## src/rtl/mem_combinational_mp.sv

```systemverilog
// Multi-write-port, lane-maskable memory with combinational reads and a built-in clear sequencer.
// Higher-index write ports win per lane; all outputs read CLEAR_VALUE while a clear sweep runs.
module mem_combinational_mp #(
    parameter CLOCK_INFO = 'b0,
    parameter int DATA_WIDTH = 32,
    parameter int LANE_WIDTH = 8,
    parameter int DEPTH = 32,
    parameter int READ_PORTS = 2,
    parameter int WRITE_PORTS = 2,
    parameter bit READ_BYPASS = 1'b0,
    parameter logic [DATA_WIDTH-1:0] CLEAR_VALUE = '0,
    localparam int MASK_WIDTH = DATA_WIDTH / LANE_WIDTH,
    localparam int ADDR_WIDTH = $clog2(DEPTH)
) (
    input  logic                                          clk,
    input  logic                                          rst,
    input  logic [WRITE_PORTS-1:0]                        write_enable,
    input  logic [WRITE_PORTS-1:0][MASK_WIDTH-1:0]        write_mask,
    input  logic [WRITE_PORTS-1:0][ADDR_WIDTH-1:0]        write_addr,
    input  logic [WRITE_PORTS-1:0][DATA_WIDTH-1:0]        write_data_in,
    output logic [WRITE_PORTS-1:0][DATA_WIDTH-1:0]        write_data_out,
    input  logic [READ_PORTS-1:0][ADDR_WIDTH-1:0]         read_addr,
    output logic [READ_PORTS-1:0][DATA_WIDTH-1:0]         read_data_out,
    input  logic                                          clear_request,
    output logic                                          reset_done
);

    typedef enum logic {ST_CLEAR, ST_READY} state_t;

    localparam logic [ADDR_WIDTH-1:0] LAST_ADDR = ADDR_WIDTH'(DEPTH - 1);
    localparam logic [ADDR_WIDTH:0]   DEPTH_EXT = (ADDR_WIDTH + 1)'(DEPTH);

    state_t                               state_q, state_d;
    logic [ADDR_WIDTH-1:0]                clr_cnt_q, clr_cnt_d;
    logic [DATA_WIDTH-1:0]                mem_q [DEPTH];
    logic [WRITE_PORTS-1:0][MASK_WIDTH-1:0] wr_lane_acc;
    logic                                 ready;
    logic                                 unused_clock_info;

    assign unused_clock_info = ^CLOCK_INFO;
    assign ready             = (state_q == ST_READY);
    assign reset_done        = ready;

    function automatic logic in_range(input logic [ADDR_WIDTH-1:0] a);
        return {1'b0, a} < DEPTH_EXT;
    endfunction

    always_comb begin
        wr_lane_acc = '0;
        for (int p = 0; p < WRITE_PORTS; p++) begin
            if (ready && write_enable[p] && in_range(write_addr[p])) begin
                wr_lane_acc[p] = write_mask[p];
            end
        end
    end

    always_comb begin
        state_d   = state_q;
        clr_cnt_d = clr_cnt_q;
        case (state_q)
            ST_CLEAR: begin
                if (clr_cnt_q == LAST_ADDR) begin
                    state_d   = ST_READY;
                    clr_cnt_d = '0;
                end else begin
                    clr_cnt_d = clr_cnt_q + 1'b1;
                end
            end
            ST_READY: begin
                if (clear_request) begin
                    state_d = ST_CLEAR;
                end
            end
        endcase
    end

    always_ff @(posedge clk) begin
        if (!rst) begin
            state_q   <= ST_CLEAR;
            clr_cnt_q <= '0;
        end else begin
            state_q   <= state_d;
            clr_cnt_q <= clr_cnt_d;
        end
    end

    // Ascending port order in one block lets the last (highest-index) NBA win each lane.
    always_ff @(posedge clk) begin
        if (rst) begin
            if (state_q == ST_CLEAR) begin
                mem_q[clr_cnt_q] <= CLEAR_VALUE;
            end else begin
                for (int p = 0; p < WRITE_PORTS; p++) begin
                    for (int l = 0; l < MASK_WIDTH; l++) begin
                        if (wr_lane_acc[p][l]) begin
                            mem_q[write_addr[p]][l*LANE_WIDTH +: LANE_WIDTH] <=
                                write_data_in[p][l*LANE_WIDTH +: LANE_WIDTH];
                        end
                    end
                end
            end
        end
    end

    always_comb begin
        read_data_out = '0;
        for (int r = 0; r < READ_PORTS; r++) begin
            if (!ready) begin
                read_data_out[r] = CLEAR_VALUE;
            end else if (in_range(read_addr[r])) begin
                read_data_out[r] = mem_q[read_addr[r]];
                if (READ_BYPASS) begin
                    for (int p = 0; p < WRITE_PORTS; p++) begin
                        for (int l = 0; l < MASK_WIDTH; l++) begin
                            if (wr_lane_acc[p][l] && (write_addr[p] == read_addr[r])) begin
                                read_data_out[r][l*LANE_WIDTH +: LANE_WIDTH] =
                                    write_data_in[p][l*LANE_WIDTH +: LANE_WIDTH];
                            end
                        end
                    end
                end
            end
        end
    end

    always_comb begin
        write_data_out = '0;
        for (int p = 0; p < WRITE_PORTS; p++) begin
            if (!ready) begin
                write_data_out[p] = CLEAR_VALUE;
            end else if (in_range(write_addr[p])) begin
                write_data_out[p] = mem_q[write_addr[p]];
            end
        end
    end

endmodule

```

## config.mk

```make
export PLATFORM = sky130hd
export DESIGN_NAME = mem_combinational_mp
export DESIGN_NICKNAME = d
export VERILOG_FILES = /design/src/rtl/mem_combinational_mp.sv
export SDC_FILE = /design/constraint.sdc
export NUM_CORES = 2
export LEC_CHECK = 0
export CORE_MARGIN = 3
export CORE_UTILIZATION = 30
export CTS_CLUSTER_DIAMETER = 60
export CTS_CLUSTER_SIZE = 25
export DETAILED_ROUTE_END_ITERATION = 12
export PLACE_DENSITY_LB_ADDON = 0.3
export RECOVER_POWER = 100
export SLEW_MARGIN = 15
export SYNTH_ARGS = -nofsm -noshare
export SYNTH_HDL_FRONTEND = slang
export SYNTH_SLANG_ARGS = --single-unit
export TNS_END_PERCENT = 50
```

## constraint.sdc

```tcl
create_clock -name clk -period 3.2 [get_ports clk]
set_input_delay 0.64 -clock clk [delete_from_list [all_inputs] [get_ports clk]]
set_output_delay 0.64 -clock clk [all_outputs]
set_load 0.01 [all_outputs]
```

# Yosys cells after proc, flatten, opt, wreduce, memory -nomap -nowiden
# Memory sizes are Yosys's and may differ from the RTL's.
# Cells that the tools add are included.
[op_classes] n_addsub=1 n_eq_ne=1 n_mux=48 bitwise_logic=1 n_reduce_logical=3
[ops] operator="2-to-1 mux 32 bit" count=5
[ops] operator="2-to-1 mux 1 bit" count=37
[ops] operator="OR reduction 32 bit" count=1
[ops] operator="2-to-1 mux 4 bit" count=3
[ops] operator="2-to-1 mux 5 bit" count=2
[ops] operator="adder 5 x 1 -> 5 bit (second input constant)" count=1
[ops] operator="equality test 5 bit (second input constant)" count=1
[ops] operator="logical AND 1 bit" count=2
[ops] operator="one-hot mux 1 bit (2 select lines)" count=1
[ops] operator="inverter 1 bit" count=1
[totals] ff_bits=6 ram_bits=1024 input_bits=97 output_inout_bits=129 memories=1
[memory_table] name="mem_q" words=32 width=32 rd=4 rd_clocked_by_memory_dff=0 wr=2 line_no="35" text="logic [DATA_WIDTH-1:0] mem_q [DEPTH];"

# Longest topological paths before layout
[logic_depth] ltp_word=8 ltp_mapped=9

# Worst setup path after synthesis
# Ideal clock, no wire load.
[synth_path] path_kind="input to register" from="input port write_mask[2] in the netlist's numbering" to="memory mem_q[30][24] (enable)" setup_time_ns=0.388 t_arrival_ns=2.522 required_time_ns=2.812 slack_ns=0.290 stages=6 cell_sequence="or4_4 > buf_2 > buf_6 > a21oi_1 > a31oi_1 > o32ai_1"
[synth_lines] item="start: declaration" line_no="18" text="input logic [WRITE_PORTS-1:0][MASK_WIDTH-1:0] write_mask,"
[synth_lines] item="end: declaration" line_no="35"

==> impl_metrics.toml <==
[global_route]
grt_overflow = 0
grt_pass1_wl_mm = 536
first_global_vias = 65600
grt_max_degree = 43
antenna_found_initial = 17
gr-usage-all-layers = 0.288

[critical_path]
arrival_ps = 4010
crit_type = "in2reg"
startpoint_type = "input port"
crit_end = "mem_q[10][10]"
timing.rr.start = "reset_done"
crit_fanout = 15
rr_worst_depth = 9
crit_start = "write_mask[2]"
end_kind = "register"
crit_required_ps = 3700
reg2reg_to = "mem_q[8][17]"
ff2ff_setup_slack_ps = -230

[power]
peakVddDrop_uv = 419
leakage_nw = 35.4
power_density_mw_per_mm2 = 341

[layout]
fillers = 23700
final_area_mm2 = 0.102
instances_no_fill = 10500
drive_above_1_share = 0.478
fin_util = 0.402
final_cell_mix = "edfxtp_1 (1024), nand2_1 (945), mux4_2 (930)"
nets = 7173
areaGrowthSynthToFinish_pct = 32.8
mostFrequentLayoutCell = "edfxtp_1"
multi_input_area_mm2 = 0.0463
seqCellArea_mm2 = 0.0309

[synthesis]
syn_inst = 6145
yosys.area_share.adder = 0.000324
yosys.area_share.simple = 0.0731
synth_edf_count = 1024
synth.mux.area_fraction = 0.353
syn-num-nets = 6244
ys_types = 68
synth-seq-cells = 1030
synthFlopType = "edfxtp_1"
synth-compound-area-share = 0.129
synthXorXnorAreaFrac = 0
ys_seq_area_frac = 0.400
synth_warnings = 0
synthArstFlopShare = 0
synth_top_family_by_area = "multiplexers"
synthesis.area_mm2 = 0.0771
synth_area_per_cell_um2 = 12.6

[timing]
clock-skew-final_ps = 53.2
fmax_ghz = 0.285
finalSetupViolCount = 1188
worst_hold_slack_ps = 613
worstMarginPinSlew_ps = 1220
period_share = 1.10
relSlewSlack = 0.185
finalHoldViolCount = 0
fin_ws_ps = -309
period_minus_slack_ps = 3510
slew_violations = 0
rsz0062_at_grt = "yes"

[status]
violations = "negative setup slack"
status = "finished, violations left"

[detailed_routing]
dr.first_iter.drc_count = 10700
viasPerCell = 6.51
ant_nets = 0
num_vias = 68700
wirelength_mm = 390
drt_first_pass_iters = 8
drc = 0
wl_per_cell_um = 37.0

[floorplanning]
die_w_um = 513
pin_count = 226
start_util = 0.303
rows = 185
core_mm2 = 0.255
die_h_um = 513
dieArea_mm2 = 0.263

[place]
hpwl_mm = 283
port-buffer-count = 225
dp_slack_ps = -1300
gp_congestion = 0.973
dpl_cell_area_mm2 = 0.0943
placedCellCount = 10200

[hold_path]
hold_path_depth = 2
min_path_type = "reg2reg"

[cts]
cts_buffer_depth = 3
h-tree-depth = 3
insertion_delay_ps = 820
cts_made_buffers = 109
clock_sinks = 1030
cts_tree = "built"
clkTransAtPathRegs_ps = 70
cts-root-buf = "clkbuf_16"

[flow_run]
maxCapViolCount = 0
==> synth_stat cells, drive strengths merged (7+ instances only) <==
| cell | number | area share |
|---|---|---|
| o22ai | 92 | 0.0075 |
| nand3b | 7 | 0.00083 |
| a221oi | 107 | 0.012 |
| a22oi | 158 | 0.015 |
| a31oi | 134 | 0.011 |
| buf | 316 | 0.022 |
| o31ai | 10 | 0.00097 |
| nor2b | 12 | 0.00097 |
| edfxtp | 1024 | 0.40 |
| a211oi | 8 | 0.00084 |
| o221ai | 94 | 0.011 |
| o21bai | 8 | 0.00078 |
| clkbuf | 443 | 0.022 |
| mux2i | 194 | 0.025 |
| inv | 13 | 0.00063 |
| nand3 | 9 | 0.00058 |
| a21oi | 20 | 0.0014 |
| nor3 | 115 | 0.015 |
| a22o | 34 | 0.0039 |
| and3 | 27 | 0.0022 |
| nand2 | 948 | 0.046 |
| nand2b | 9 | 0.00073 |
| mux2 | 385 | 0.056 |
| o2111ai | 21 | 0.0024 |
| nor4 | 10 | 0.0010 |
| o21ai | 936 | 0.061 |
| nor2 | 23 | 0.0014 |
| mux4 | 930 | 0.27 |
==> state kept, by name, summed over array words and instances (netlist names) <==
register and cells:
clr_cnt_q 5, mem_q 1024, reset_done 1
==> where the power goes <==
| group | internal [W] | total (W) | switching, W |
|---|---|---|---|
| sequential | 0.0147 | 0.0147 | 0.0000708 |
| combinational | 0.00260 | 0.00587 | 0.00326 |
| clock | 0.00717 | 0.0143 | 0.00714 |
| total | 0.0245 | 0.0349 | 0.0105 |
==> layer usage <==
metal	vias up	GRT usage	share of wire
met1	34900	0.378	0.37
met2	5584	0.436	0.44
met4	8	0.137	0.060
li1	27100	-	-
met5	-	0	0.00012
met3	1067	0.0829	0.13
==> timing repair <==
action,CTS,global route
pin swaps,121,88
resized for setup,869,371
endpoints found under the setup margin,128,136
setup buffers,132,42
gates cloned,5,2
hold buffers,0,0
hold endpoints to repair,0,0
==> layout make-up <==
class | instances | share of cell area
diodes | 11 | 0.000269
clock buffers | 116 | 0.0275
clock inverters | 92 | 0.0115
inverters | 14 | 0.000769
multi-input cells | 4342 | 0.452
flip-flops and latches | 1030 | 0.301
well taps | 3366 | 0.0411
repair buffers | 1577 | 0.165
==> critical path, cell delays in order <==
cell and delay, ps:
dlygate4sd3_1 680, or4_1 830, clkbuf_2 450, a211oi_1 360
a31oi_2 200, o22ai_1 570, buf_12 220
==> stage by stage <==
stage / power (W) / setup TNS, ps
4_1_cts: 0.0347 / -20830
2_1_floorplan: 0.0177 / 0
6_report: 0.0349 / -133610
3_5_place_dp: 0.0202 / -551780
3_3_place_gp: 0.0202 / -526530
5_1_grt: 0.0356 / -161920
==> worst min path at each step <==
| stage | start | to |
|---|---|---|
| finish | clr_cnt_q[3] | clr_cnt_q[3] |
| global route | rst | reset_done |
| CTS | rst | reset_done |
| detailed placement | clr_cnt_q[3] | clr_cnt_q[3] |
| global placement | clr_cnt_q[3] | clr_cnt_q[3] |
| floorplan | clr_cnt_q[4] | clr_cnt_q[4] |
==> cells by family (layout without fill, tap and decap cells) <==
group,after synthesis,after routing
buffers and inverters,773,1799
DFF,1030,1030
AOI/OAI and AO/OA,1636,1636
adders and majority gates,2,2
and+or+nand+nor,1195,1195
muxes,1509,1509
other,0,11
Power figures use the tool's default switching activity.
